==> src/rtl/serial2pall.sv <==
// Serial-to-parallel word assembler: LSB-first bits qualified by iStart, 1-cycle latency to oData/oValid.
// No stall: iAck only clears oValid; an unacknowledged word is overwritten and flagged by sticky oOverrun.
module serial2pall #(
  parameter int WIDTH = 32
) (
  input  logic                     iClk,
  input  logic                     iReset,
  input  logic                     iData,
  input  logic                     iStart,
  input  logic                     iAck,
  output logic [WIDTH-1:0]         oData,
  output logic                     oValid,
  output logic [$clog2(WIDTH)-1:0] oBitCnt,
  output logic                     oOverrun
);

  localparam int CNT_W = $clog2(WIDTH);
  localparam logic [CNT_W-1:0] LAST_BIT = CNT_W'(WIDTH - 1);

  localparam logic [0:0] S_IDLE  = 1'b0;
  localparam logic [0:0] S_SHIFT = 1'b1;

  logic [0:0]       state_q, state_d;
  logic [WIDTH-1:0] shr_q, shr_d;
  logic [CNT_W-1:0] cnt_q, cnt_d;
  logic [WIDTH-1:0] data_q, data_d;
  logic             valid_q, valid_d;
  logic             ovr_q, ovr_d;
  logic [WIDTH-1:0] shifted;

  // New bits enter at the MSB so the first bit lands in bit 0 after WIDTH shifts.
  assign shifted = {iData, shr_q[WIDTH-1:1]};

  always_comb begin
    state_d = state_q;
    shr_d   = shr_q;
    cnt_d   = cnt_q;
    data_d  = data_q;
    valid_d = valid_q;
    ovr_d   = ovr_q;

    if (iAck) begin
      valid_d = 1'b0;
    end

    case (state_q)
      S_IDLE: begin
        if (iStart) begin
          shr_d   = shifted;
          cnt_d   = CNT_W'(1);
          state_d = S_SHIFT;
        end
      end
      S_SHIFT: begin
        if (iStart) begin
          shr_d = shifted;
          if (cnt_q == LAST_BIT) begin
            // Completion wins over a same-cycle ack; ack only prevents the overrun.
            cnt_d   = '0;
            data_d  = shifted;
            valid_d = 1'b1;
            if (valid_q && !iAck) begin
              ovr_d = 1'b1;
            end
          end else begin
            cnt_d = cnt_q + CNT_W'(1);
          end
        end else begin
          cnt_d   = '0;
          state_d = S_IDLE;
        end
      end
      default: begin
        state_d = S_IDLE;
        cnt_d   = '0;
      end
    endcase
  end

  always_ff @(posedge iClk) begin
    if (iReset) begin
      state_q <= S_IDLE;
      shr_q   <= '0;
      cnt_q   <= '0;
      data_q  <= '0;
      valid_q <= 1'b0;
      ovr_q   <= 1'b0;
    end else begin
      state_q <= state_d;
      shr_q   <= shr_d;
      cnt_q   <= cnt_d;
      data_q  <= data_d;
      valid_q <= valid_d;
      ovr_q   <= ovr_d;
    end
  end

  assign oData    = data_q;
  assign oValid   = valid_q;
  assign oBitCnt  = cnt_q;
  assign oOverrun = ovr_q;

endmodule

==> config.mk <==
export PLATFORM = sky130hd
export DESIGN_NAME = serial2pall
export DESIGN_NICKNAME = d
export VERILOG_FILES = /design/src/rtl/serial2pall.sv
export SDC_FILE = /design/constraint.sdc
export NUM_CORES = 1
export LEC_CHECK = 0
export BUFFER_PORTS_ARGS = -buffer_cell sky130_fd_sc_hd__buf_4
export CAP_MARGIN = 20
export CORE_UTILIZATION = 54
export CTS_BUF_LIST = sky130_fd_sc_hd__clkbuf_16
export CTS_CLUSTER_SIZE = 24
export DETAILED_ROUTE_END_ITERATION = 8
export GPL_TIMING_DRIVEN = 1
export PLACE_DENSITY = 0.77
export SYNTH_ARGS = -nofsm -noshare
export SYNTH_HDL_FRONTEND = slang
export SYNTH_SLANG_ARGS = --single-unit
==> constraint.sdc <==
create_clock -name iClk -period 2.1 [get_ports iClk]
set_input_delay 0.105 -clock iClk [delete_from_list [all_inputs] [get_ports iClk]]
set_output_delay 0.105 -clock iClk [all_outputs]
set_load 0.005 [all_outputs]
=== After elaboration in Yosys (flattened, before gate mapping) ===
Index checks and enable logic that the tools add are counted.

* Word-level logic and storage cells: 24
* Output and inout bits: 39
* Register bits after elaboration: 72
* Input port bits: 5

* Reductions and logical operators: 4
* Muxes and demuxes: 10
* Equal/unequal tests: 2
* Add/subtract/negate cells: 1
* Bitwise operators: 1

{| class="wikitable"
|+ Operators with widths
! kind !! number
|-
| 32-bit 2-to-1 mux || 1
|-
| 5-bit 2-to-1 mux || 3
|-
| 5-bit one-hot mux with 2 select lines || 1
|-
| 5-bit by 1-bit adder with 5-bit output (second input constant) || 1
|-
| 5-bit == test (second input constant) || 1
|-
| 1-bit 2-to-1 mux || 5
|-
| 4-bit AND reduction || 1
|-
| 3-bit AND reduction || 1
|-
| 2-bit != test (second input constant) || 1
|-
| 1-bit logical AND || 1
|-
| 1-bit logical NOT || 1
|-
| 1-bit inverter || 1
|}

=== Depth between registers and ports, before layout ===
* Depth in word-level cells: 4
* Depth in mapped cells: 8
* Depth with buffers taken out: 6

=== Least setup slack after synthesis ===
Ideal clock, no wire load.

* Kind: reg2reg
* From: reg cnt_q[0] (netlist: oBitCnt[0])
* To: reg data_q[1] (netlist: oData[1])
* Path buffers: 2
* Setup time: 0.132 ns
* Stages on the path, launching flop included: 9
* Arrival time: 1.507 ns
* Period minus slack after synthesis: 1.639 ns
* Data required time: 1.968 ns
* Slack: 0.461 ns
* Path through: dfxtp_1 -> ha_1 -> and3_1 -> ha_1 -> and3_1 -> buf_2 -> buf_4 -> nand2_1 -> a21oi_1

* Cells in the longest elaborated chain, start to end: 2

{| class="wikitable"
|+ RTL lines
! element !! line !! source
|-
| from (decl) || 25 || <nowiki>logic [CNT_W-1:0] cnt_q, cnt_d;</nowiki>
|-
| from (signal assigned) || 91 || <nowiki>cnt_q <= cnt_d;</nowiki>
|-
| 5-bit == test || 57 || <nowiki>if (cnt_q == LAST_BIT) begin</nowiki>
|-
| 3-bit AND reduction (no source line) || - ||
|-
| to (signal assigned) || 92 || <nowiki>data_q <= data_d;</nowiki>
|-
| to (decl) || 26 || <nowiki>logic [WIDTH-1:0] data_q, data_d;</nowiki>
|}

No other way between the ends.
A chain may end at the register's enable or synchronous reset.

=== Final worst setup path ===
* From: reg cnt_q[0] (netlist: oBitCnt[0])
* To: reg data_q[11] (netlist: oData[11])

Same word-level chain as after synthesis.

==> results.py <==
metrics = {
    "status": {
        "status": "finished, violations left",
        "violations": "design-rule violations",
    },
    "timing": {
        "layout_min_cycle_time_ns": 1.809,
        "rsz0062_at_grt": "no",
        "clock_skew_ns": 0.005037,
        "setup_ws_ns": 0.2915,
        "timing.setup.tns_ns": 0,
        "max_freq_ghz": 0.5529,
        "tightest_slew_ns": 0.3625,
        "maxSlewHeadroom": 0.7583,
        "hold_viol": 0,
        "finalSetupViolations": 0,
        "whs_ns": 0.03009,
        "min_period_over_period": 0.8612,
        "slew_violations": 0,
    },
    "floorplan": {
        "design.core.area_mm2": 0.004474,
        "dieWidth_um": 71.12,
        "rows": 24,
        "start_util": 0.5766,
        "die_h_um": 71.12,
        "die-area_mm2": 0.005058,
        "io_pins": 44,
    },
    "cts": {
        "cts_made_buffers": 9,
        "clk-insertion-delay-late_ns": 0.33,
        "cts_resized": 0,
        "htreeDepth": 3,
        "cts_root_buf": "clkbuf_16",
        "cts_tree": "done",
        "cts_hold_buf": 0,
        "clock-sinks": 71,
        "cts_setup_buffers": 0,
        "clk_pin_slew_ns": 0.05,
        "clockBufferDepth": 2,
    },
    "power_and_ir_drop": {
        "seq_power_share": 0.437,
        "total_power_mw": 3.113,
        "p_leak_nw": 1.358,
        "p_switching_mw": 0.5839,
        "ir_worst_vdd_mv": 1.036,
        "p_clk_frac": 0.540,
        "power_density_mw_per_mm2": 967.7,
        "swShare": 0.1876,
        "p_int_mw": 2.529,
        "pwr-share-comb": 0.023,
    },
    "layout": {
        "area.growth.synth_to_final_pct": 24.68,
        "nFillCells": 354,
        "antenna_cells": 0,
        "multi_input_area_mm2": 0.001028,
        "layout_commonest_cell": "dfxtp_1",
        "drive_above_1_share": 0.2019,
        "most-common-layout-cells": "dfxtp_1 (71), nand2_1 (66), buf_4 (46)",
        "regArea_mm2": 0.001421,
        "nets": 324,
        "final_util": 0.7190,
        "stdcell_count": 374,
        "final_cell_area_mm2": 0.003217,
    },
    "setup_path": {
        "r2r_cells": 7,
        "critical_path.max_fanout": 23,
        "reg2reg_to": "oData[11]$_SDFFE_PP0P_",
        "path_buf_inv": 1,
        "required_ns": 2.30,
        "critPathKind": "reg2reg",
        "cp-end-kind": "flip-flop",
        "path_delay_family": "simple AND/OR/NAND/NOR gates",
        "worst_r2r_startpoint": "oBitCnt[0]$_SDFFE_PP0P_",
        "max_stage_delay_ns": 0.40,
        "cpMostUsedCell": "ha_1",
        "rrSetupSlack_ns": 0.29,
        "start_kind": "flip-flop",
        "cp_cell_sequence": "ha_1 > and3_1 > ha_1 > nand3_2 > buf_12 > nand2_1 > a21oi_1",
        "crit_arrival_ns": 2.01,
        "critPathSlowestCell": "dfxtp_1",
    },
    "synth": {
        "syn_area_mm2": 0.002580,
        "yosysSeqAreaShare": 0.5509,
        "synth-simple-area-share": 0.1887,
        "synth-compound-area-share": 0.07662,
        "ys_seq_elements": 71,
        "synthCells": 280,
        "ys_types": 25,
        "synth_top_family_by_area": "simple AND/OR/NAND/NOR gates",
        "synth.mux.area_fraction": 0.1203,
        "synth_xor_area_frac": 0.003395,
        "synthAdderAreaFrac": 0.009699,
        "synth_nets": 287,
        "syn_avg_cell_area_um2": 9.214,
        "ys_warn_count": 0,
    },
    "global_routing": {
        "grt_usage": 0.2098,
        "grt_pass1_wl_um": 8010,
        "grt_max_degree": 38,
        "antenna_found_initial": 0,
        "grt_pass1_vias": 1736,
        "gr-total-overflow": 0,
    },
    "routing": {
        "drt-total-wl_um": 4780,
        "dr_total_vias": 1910,
        "postRouteAntennaNets": 0,
        "dr.pass1.iters": 6,
        "post_drt_wl_per_cell_um": 12.78,
        "drtIter0Drc": 90,
        "remaining_drc_errors": 3,
        "via_per_inst": 5.107,
    },
    "min_path": {
        "hp-start": "iData",
        "min_path_cells": 3,
        "hold_path_class": "in2reg",
        "hold_end": "shr_q[31]$_SDFFE_PP0P_",
    },
    "placement": {
        "dpl.cell_count": 358,
        "globalplace.congestion": 0.7833,
        "placed_area_mm2": 0.002880,
        "dp_slack_ns": 0.2909,
        "io_buffers": 43,
        "dp_hpwl_um": 2926,
    },
    "run": {
        "max_cap_viol_count": 0,
    },
}
## metal layers
metal,up-vias,GRT usage,share of wire
met2,39,0.3429,0.49
met4,0,0.06667,0.0088
met3,6,0.1026,0.053
met5,-,0,0
met1,872,0.2423,0.45
li1,993,-,-
## worst max-delay path by stage
stage / startpoint / to / slack [ns] / cells after the start
final: oBitCnt[0]$_SDFFE_PP0P_ / oData[11]$_SDFFE_PP0P_ / 0.29 / 7
after global routing: oBitCnt[0]$_SDFFE_PP0P_ / oData[18]$_SDFFE_PP0P_ / 0.10 / 7
after CTS: oBitCnt[0]$_SDFFE_PP0P_ / oData[13]$_SDFFE_PP0P_ / 0.26 / 7
after detailed placement: oBitCnt[0]$_SDFFE_PP0P_ / oData[13]$_SDFFE_PP0P_ / 0.29 / 7
after global placement: oBitCnt[0]$_SDFFE_PP0P_ / oData[18]$_SDFFE_PP0P_ / 0.38 / 7
after floorplan: oBitCnt[0]$_SDFFE_PP0P_ / oData[1]$_SDFFE_PP0P_ / 0.46 / 8
## cell usage after synthesis (all sizes together)
| library cell | count | area [µm²] |
|---|---|---|
| buf | 11 | 92.59 |
| or3 | 1 | 6.260 |
| o21ba | 1 | 10.01 |
| o21a | 1 | 7.510 |
| nand2 | 66 | 247.7 |
| nand4b | 1 | 8.760 |
| or3b | 1 | 8.760 |
| nand3 | 4 | 25.02 |
| nor2 | 34 | 127.6 |
| dfxtp | 71 | 1421 |
| a21oi | 36 | 180.2 |
| nor2b | 1 | 6.260 |
| clkbuf | 10 | 37.54 |
| nand2b | 1 | 6.260 |
| nor3b | 1 | 7.510 |
| ha | 2 | 25.02 |
| nor4b | 1 | 8.760 |
| xor2 | 1 | 8.760 |
| nor3 | 1 | 5.000 |
| mux2i | 31 | 310.3 |
| nor4bb | 1 | 10.01 |
| and3 | 3 | 18.77 |
## area by class of cell
type,instances,area share
Sequential cell,71,0.4418
Clock inverter,7,0.03462
Timing Repair Buffer,47,0.1136
Tap cell,52,0.02023
Multi-Input combinational cell,188,0.3197
Clock buffer,9,0.07001
## worst min-delay path: stages
cell     delay [ns]
buf_4          0.08
mux2i_1        0.06
nor2_1         0.07
## cell families after synthesis
group           count (synthesis)
compound gates                 38
xor+xnor                        1
fa+ha+maj                       2
buf+inv                        21
flops                          71
mux                            31
simple gates                  116
## registers in the layout, indices dropped and copies added, names as in the netlist
signal	count
oBitCnt	5
oData	32
oOverrun	1
oValid	1
shr_q	31
state_q	1
## power by group through the flow
stage	logic [mW]	registers (mW)	clock network [mW]
finish	0.0704	1.36	1.68
global route	0.0759	1.36	1.79
CTS	0.0713	1.36	1.72
detailed placement	0.0706	1.39	0
global placement	0.0704	1.39	0
floorplan	0.0640	1.39	0
No activity file was read; power rests on OpenSTA's default activity.
